`src/rtl/ea_seq_ctrl.sv`:
```
// ea_seq_ctrl: multi-cycle effective-address sequencer for a 16-bit LC-3-style datapath.
// It decodes the offset field of an instruction, sign-extends it and adds it to PC or
// BaseR. For LDI/STI it also reads the pointer word from memory.
//
// Ports:
//   Clk, Reset_n              clock (rising edge), asynchronous active-low reset
//   instr_valid/instr_ready   instruction handshake; IR and PC are captured on accept
//   sr1_addr, BaseR           regfile read address and its combinational read data
//   mem_req/mem_addr          indirect pointer read request and address
//   mem_ack/mem_rdata         pointer read data valid and data
//   ea_valid/ea_ready         result handshake
//   ea, ea_class              result; class 00 direct, 01 indirect, 10 immediate, 11 error
// Optional build macro EA_SEQ_STATS_EN adds two saturating counters:
//   done_cnt counts result handshakes, ind_cnt counts successful pointer reads.
module ea_seq_ctrl #(
  parameter int unsigned TIMEOUT_CYC = 64
) (
  input  logic        Clk,
  input  logic        Reset_n,
  input  logic        instr_valid,
  output logic        instr_ready,
  input  logic [15:0] IR,
  input  logic [15:0] PC,
  output logic [2:0]  sr1_addr,
  input  logic [15:0] BaseR,
  output logic        mem_req,
  output logic [15:0] mem_addr,
  input  logic        mem_ack,
  input  logic [15:0] mem_rdata,
  output logic        ea_valid,
  input  logic        ea_ready,
  output logic [15:0] ea,
  output logic [1:0]  ea_class
`ifdef EA_SEQ_STATS_EN
  ,
  output logic [15:0] done_cnt,
  output logic [15:0] ind_cnt
`endif
);

  localparam int unsigned DW = 16;
  localparam int unsigned TW = 8;

  localparam logic [1:0] CLS_DIR = 2'b00;
  localparam logic [1:0] CLS_IND = 2'b01;
  localparam logic [1:0] CLS_IMM = 2'b10;
  localparam logic [1:0] CLS_ERR = 2'b11;

  typedef enum logic [1:0] {
    IDLE    = 2'd0,
    CALC    = 2'd1,
    IND_REQ = 2'd2,
    OUT     = 2'd3
  } state_t;

  state_t          state, state_d;
  logic [DW-1:0]   ir_q, ir_d;
  logic [DW-1:0]   pc_q, pc_d;
  logic            instr_ready_d;
  logic [2:0]      sr1_addr_d;
  logic            mem_req_d;
  logic [DW-1:0]   mem_addr_d;
  logic            ea_valid_d;
  logic [DW-1:0]   ea_d;
  logic [1:0]      ea_class_d;
  logic [TW-1:0]   tmo_cnt, tmo_cnt_d;

  // Returns true for opcodes that read a base register: LDR, STR, JMP and JSRR.
  function automatic logic uses_base(input logic [DW-1:0] ir);
    logic r;
    r = 1'b0;
    case (ir[15:12])
      4'b0110, 4'b0111, 4'b1100: r = 1'b1;
      4'b0100:                   r = ~ir[11];
      default:                   r = 1'b0;
    endcase
    return r;
  endfunction

  // Sign-extended offset fields and the candidate address sums.
  logic [DW-1:0] sext5, sext6, sext9, sext11;
  logic [DW-1:0] pc_off9, pc_off11, base_off6;

  assign sext5     = {{11{ir_q[4]}}, ir_q[4:0]};
  assign sext6     = {{10{ir_q[5]}}, ir_q[5:0]};
  assign sext9     = {{7{ir_q[8]}}, ir_q[8:0]};
  assign sext11    = {{5{ir_q[10]}}, ir_q[10:0]};
  assign pc_off9   = pc_q + sext9;
  assign pc_off11  = pc_q + sext11;
  assign base_off6 = BaseR + sext6;

  // State and output registers.
  always_ff @(posedge Clk or negedge Reset_n) begin
    if (!Reset_n) begin
      state       <= IDLE;
      ir_q        <= '0;
      pc_q        <= '0;
      instr_ready <= 1'b1;
      sr1_addr    <= '0;
      mem_req     <= 1'b0;
      mem_addr    <= '0;
      ea_valid    <= 1'b0;
      ea          <= '0;
      ea_class    <= CLS_DIR;
      tmo_cnt     <= '0;
    end else begin
      state       <= state_d;
      ir_q        <= ir_d;
      pc_q        <= pc_d;
      instr_ready <= instr_ready_d;
      sr1_addr    <= sr1_addr_d;
      mem_req     <= mem_req_d;
      mem_addr    <= mem_addr_d;
      ea_valid    <= ea_valid_d;
      ea          <= ea_d;
      ea_class    <= ea_class_d;
      tmo_cnt     <= tmo_cnt_d;
    end
  end

  // Next-state and next-output logic.
  always_comb begin
    state_d    = state;
    ir_d       = ir_q;
    pc_d       = pc_q;
    sr1_addr_d = sr1_addr;
    mem_req_d  = mem_req;
    mem_addr_d = mem_addr;
    ea_valid_d = ea_valid;
    ea_d       = ea;
    ea_class_d = ea_class;
    tmo_cnt_d  = tmo_cnt;

    case (state)
      IDLE: begin
        if (instr_valid) begin
          ir_d       = IR;
          pc_d       = PC;
          // Present the base register address during CALC so BaseR is settled by its end.
          sr1_addr_d = uses_base(IR) ? IR[8:6] : 3'd0;
          state_d    = CALC;
        end
      end

      CALC: begin
        tmo_cnt_d = '0;
        state_d   = OUT;
        case (ir_q[15:12])
          4'b0001, 4'b0101: begin
            ea_d       = ir_q[5] ? sext5 : '0;
            ea_class_d = CLS_IMM;
          end
          4'b1001: begin
            ea_d       = '0;
            ea_class_d = CLS_IMM;
          end
          4'b0000, 4'b0010, 4'b0011, 4'b1110: begin
            ea_d       = pc_off9;
            ea_class_d = CLS_DIR;
          end
          4'b1010, 4'b1011: begin
            mem_addr_d = pc_off9;
            mem_req_d  = 1'b1;
            state_d    = IND_REQ;
          end
          4'b0110, 4'b0111: begin
            ea_d       = base_off6;
            ea_class_d = CLS_DIR;
          end
          4'b0100: begin
            ea_d       = ir_q[11] ? pc_off11 : BaseR;
            ea_class_d = CLS_DIR;
          end
          4'b1100: begin
            ea_d       = BaseR;
            ea_class_d = CLS_DIR;
          end
          4'b1111: begin
            ea_d       = {8'h00, ir_q[7:0]};
            ea_class_d = CLS_DIR;
          end
          default: begin
            ea_d       = '0;
            ea_class_d = CLS_ERR;
          end
        endcase
        ea_valid_d = (state_d == OUT);
      end

      IND_REQ: begin
        if (mem_ack) begin
          ea_d       = mem_rdata;
          ea_class_d = CLS_IND;
          mem_req_d  = 1'b0;
          ea_valid_d = 1'b1;
          state_d    = OUT;
        end else if (tmo_cnt == TW'(TIMEOUT_CYC - 1)) begin
          // This is the last cycle without an ack, so give up with an error result.
          tmo_cnt_d  = tmo_cnt + TW'(1);
          ea_d       = '0;
          ea_class_d = CLS_ERR;
          mem_req_d  = 1'b0;
          ea_valid_d = 1'b1;
          state_d    = OUT;
        end else begin
          tmo_cnt_d = tmo_cnt + TW'(1);
        end
      end

      OUT: begin
        if (ea_ready) begin
          ea_valid_d = 1'b0;
          state_d    = IDLE;
        end
      end

      default: state_d = IDLE;
    endcase

    instr_ready_d = (state_d == IDLE);
  end

`ifdef EA_SEQ_STATS_EN
  // Saturating activity counters.
  always_ff @(posedge Clk or negedge Reset_n) begin
    if (!Reset_n) begin
      done_cnt <= '0;
      ind_cnt  <= '0;
    end else begin
      if ((state == OUT) && ea_ready && (done_cnt != 16'hFFFF))
        done_cnt <= done_cnt + 16'd1;
      if ((state == IND_REQ) && mem_ack && (ind_cnt != 16'hFFFF))
        ind_cnt <= ind_cnt + 16'd1;
    end
  end
`endif

endmodule

```
`config.mk`:
```
export PLATFORM = sky130hd
export DESIGN_NAME = ea_seq_ctrl
export DESIGN_NICKNAME = d
export VERILOG_FILES = /design/src/rtl/ea_seq_ctrl.sv
export SDC_FILE = /design/constraint.sdc
export NUM_CORES = 1
export LEC_CHECK = 0
export CAP_MARGIN = 10
export CORE_MARGIN = 2
export CORE_UTILIZATION = 40
export CTS_BUF_LIST = sky130_fd_sc_hd__clkbuf_16
export DETAILED_ROUTE_END_ITERATION = 12
export PLACE_DENSITY_LB_ADDON = 0.05
export SYNTH_ARGS = -nofsm -noshare
export SYNTH_HDL_FRONTEND = slang
export SYNTH_SLANG_ARGS = --single-unit
export TNS_END_PERCENT = 1
```
`constraint.sdc`:
```
create_clock -name Clk -period 5.05 [get_ports Clk]
set_input_delay 1.01 -clock Clk [delete_from_list [all_inputs] [get_ports Clk]]
set_output_delay 1.01 -clock Clk [all_outputs]
set_load 0.02 [all_outputs]
```
Word level (Yosys, flattened, before mapping)
Index checks and enable logic that the tools add are counted.
- input bits: 69
- memories: 0
- ROM bits: 0
- output and inout bits: 40
- bits in registers: 82
- logic and storage cells: 92
- memory bits (writable): 0
- bits in latches: 0
- $mul: 0
- $add $sub $neg: 4
- muxes and demuxes: 31
- bitwise logic cells: 1
- div/mod/pow operators: 0
- magnitude comparators: 0
- reductions and logical operators: 18
- shifts and indexed selects: 0
- equal/unequal tests: 27
- operators by type and width (kind ; count):
    one-hot mux 16 bit (7 select lines) ; 1
    two-way mux 16 bit ; 4
    adder 16 bit ; 3
    one-hot mux 16 bit (2 select lines) ; 1
    == test 4 x 3 -> 1 bit, second input constant ; 7
    == test 4 bit, second input constant ; 7
    one-hot mux 8 bit (2 select lines) ; 1
    two-way mux 2 bit ; 7
    two-way mux 1 bit ; 9
    AND reduction 3 bit ; 3
    OR reduction 9 bit ; 1
    adder 8 x 1 -> 8 bit, second input constant ; 1
    == test 4 x 2 -> 1 bit, second input constant ; 2
    == test 8 x 6 -> 1 bit, second input constant ; 1
    two-way mux 8 bit ; 1
    inequality test 2 bit, second input constant ; 4
    one-hot mux 2 bit (4 select lines) ; 1
    == test 2 bit, second input constant ; 3
    one-hot mux 2 bit (3 select lines) ; 1
    AND reduction 2 bit ; 3
    OR reduction 2 bit ; 3
    OR reduction 3 bit ; 2
    == test 4 x 1 -> 1 bit, second input constant ; 1
    zero test 2 bit ; 2
    11 further kinds ; 12

Depth between registers and ports, before layout
- depth after elaboration: 6
- gate-level depth with buffers: 11
- gate-level depth less buffers: 11

Worst setup path after synthesis
Ideal clock, no wire load.
- path kind: in2reg
- start: input port BaseR[0]
- end: register ea[14]
- stages on the path: 11
- path buffers: 0
- setup slack: 2.001 ns
- arrival: 2.967 ns
- cells stage by stage: ha_1 inv_1 fa_1 nand2b_1 a21oi_1 o311ai_0 a211oi_1 o221ai_1 xnor2_1 nand2_1 a31oi_1
- word-level cells in the longest chain between the ends: 3
- RTL lines (item ; line ; source):
    from (decl) ; 25 ; input logic [15:0] BaseR,
    adder 16 bit ; 90 ; assign base_off6 = BaseR + sext6;
    one-hot mux 16 bit (7 select lines) ; 148 ; case (ir_q[15:12])
    one-hot mux 16 bit (2 select lines) ; 134 ; case (state)
    to (signal assigned) ; 103 ; ea <= '0;
    to (signal assigned) ; 115 ; ea <= ea_d;
    to (decl) ; 32 ; output logic [15:0] ea,
Every way passes these cells.
A chain may end at the register's enable or synchronous reset.

Worst setup path in the final report
Ends and elaborated chain as after synthesis.

==> results_dict.tcl <==
set metrics [dict create \
    path_class "in2reg" \
    synth_top_flop_cell "dfrtp_1" \
    start_util 0.411 \
    power_density_nw_per_um2 677 \
    drtAntennaViolNets 0 \
    max_stage_delay_ps 520 \
    fillers 1353 \
    finalCritPeriodShare 0.733 \
    setup_violations 0 \
    area_growth_pct 26.8 \
    rsz0062_at_grt "false" \
    insertedDiodeCount 0 \
    grt_overflow 0 \
    vias 5299 \
    grt_pass1_vias 5008 \
    yosys-top-cells-area "dfrtp_1 36%, nand2_1 8.7%, ha_1 8.1%" \
    clk_pin_slew_ps 70 \
    dp_hpwl_um 13000 \
    syn-cell-area_um2 5700 \
    postCtsSetupBuffers 0 \
    antenna_found_initial 0 \
    final_cells 946 \
    fp-row-count 43 \
    worst_setup_path_start_kind "input pin" \
    finClkSkew_ps 11.3 \
    min_delay_path_depth 2 \
    endpoint_kind "flop" \
    regToRegStartpoint "ir_q[8]" \
    final_cell_mix "132 x nand2_1, 107 x clkdlybuf4s50_1, 81 x dfrtp_1" \
    arrival_ps 3980 \
    fmax_mhz 270 \
    grt_pass1_wl_um 26800 \
    yosys.area.top_type "dfrtp_1" \
    dieArea_um2 15200 \
    hold_path.startpoint "ea[0]" \
    gp_congestion 0.897 \
    synth_top_area_share 0.355 \
    peakVddDrop_v 0.000295 \
    synth.distinct_cells 71 \
    nets 869 \
    required_ps 5320 \
    worstPathMaxFanout 4 \
    cts_tree "done" \
    min_path_type "reg2reg" \
    cts_buffers 9 \
    wl_um 16900 \
    dr.pass1.iters 4 \
    vias_per_cell 5.60 \
    r2r-end "ea[12]" \
    yosys_warnings 0 \
    hold_buffers 0 \
    worstHoldEndpoint "ea[0]" \
    synth_cells 661 \
    ctsResizeCount 0 \
    synth-edff-count 0 \
    r2r_slack_ps 1840 \
    leakage_nw 3.30 \
    maxSlewViolCount 0 \
    reg2regPathDepth 9 \
    die_x_um 123 \
    h-tree-depth 3 \
    tightest_slew_ps 1150 \
    async_reset_ff_frac 1.00 \
    grtUsageTotal 0.230 \
    syn_area_per_cell_um2 8.63 \
    layout_commonest_cell "nand2_1" \
    core_area_um2 13900 \
    path_cells "clkdlybuf4s50_1 > ha_1 > inv_1 > fa_1 > nand2b_1 > a21oi_1 > o311ai_0 > a211oi_1 > o221ai_1 > xnor2_1 > nand2_1 > a31oi_1" \
    fin_tns_setup_ps 0 \
    status "finished, final reports clean" \
    crit_slowest_cell "clkdlybuf4s50_1" \
    dp_cells 930 \
    relSlewSlack 0.234 \
    drive_gt1_frac 0.0705 \
    dieHeight_um 123 \
    synth_nets 769 \
    clock-sinks 82 \
    maxCapViolations 0 \
    hold_viol_final 0 \
    wire_per_inst_um 17.9 \
    fin_crit_ps 3700 \
    clk_latency_ps 350 \
    clock_path_buffers 2 \
    io_buffers 108 \
    seq_area_frac_synth 0.360 \
    cts_root_buffer "clkbuf_16" \
    grt_max_degree 55 \
    ios 109 \
    synth.ff_latch_count 82 \
    drc 0 \
    drtIter0Drc 288 \
]
worst max-delay path by stage:
stage,startpoint,end,cells past startpoint
detailed placement,BaseR[0],ea[14],12
global route,BaseR[0],ea[14],12
finish,BaseR[0],ea[14],12
CTS,BaseR[0],ea[14],12
floorplan,BaseR[0],ea[14],11
global placement,BaseR[0],ea[14],12
critical path, delay by kind of cell:
family / cells / cell delay (ps)
compound gates: 5 / 1380
buf+inv: 2 / 570
fa+ha+maj: 2 / 570
simple gates: 2 / 280
xor+xnor: 1 / 160
sequential cells by signal (all words and copies together), names as in the netlist:
| name | count |
|---|---|
| ea | 16 |
| ir_q | 16 |
| mem_addr | 16 |
| pc_q | 16 |
| tmo_cnt | 8 |
| sr1_addr | 3 |
| ea_class | 2 |
| state | 2 |
| ea_valid | 1 |
| instr_ready | 1 |
| mem_req | 1 |
area by class of cell:
cell class	instances	area (µm²)	share of cell area
well taps	180	225	0.0312
multi-input cells	538	3460	0.478
clock buffers	9	225	0.0312
inverters	14	52.6	0.00727
flip-flops and latches	82	2050	0.284
clock inverters	7	78.8	0.0109
repair buffers	116	1140	0.157
cells by family after synthesis:
family,synth area share
buf+inv,0.0355
xor+xnor,0.0507
simple gates,0.210
fa+ha+maj,0.0882
flops,0.360
compound gates,0.232
mux,0.0237
layer usage:
layer | part of all wire | vias up | wire length [µm] | track usage
met5 | 0 | - | 0 | 0
met4 | 0.010 | 0 | 174 | 0.0653
met3 | 0.057 | 16 | 961 | 0.0360
met2 | 0.44 | 161 | 7540 | 0.352
met1 | 0.49 | 2525 | 8270 | 0.335
li1 | - | 2597 | - | -
where the power goes:
| group | switching, mW | internal [mW] | leakage, nW |
|---|---|---|---|
| Clock | 0.324 | 0.354 | 0.151 |
| Sequential | 0.298 | 0.920 | 1.05 |
| Combinational | 1.73 | 1.26 | 2.10 |
cell usage after synthesis, types with 6 or more instances:
cell and count:
a21o_1 13, a21oi_1 43, a221o_1 6, a221oi_1 12
a22o_1 7, a31oi_1 7, clkbuf_1 19, dfrtp_1 81
ha_1 37, inv_1 14, mux2_2 12, nand2_1 132
nand2b_1 14, nand3_1 11, nor2_1 53, nor2b_1 7
nor3_1 9, nor4_1 6, o21ai_0 43, o21ai_1 7
o31ai_1 7, xnor2_1 20, xor2_1 13
metrics by stage:
step                 util  hold WS, ps  cell area [µm²]  power (mW)  setup WS, ps
detailed placement  0.499          469             6930        4.21           992
global placement    0.499          465             6930        4.17          1080
CTS                 0.521          485             7230        4.91          1360
global route        0.521          514             7230        5.31          1050
finish              0.521          480             7230        4.89          1350
floorplan               -          450             5700        3.25          2000
No activity file was read; power rests on OpenSTA's default activity.
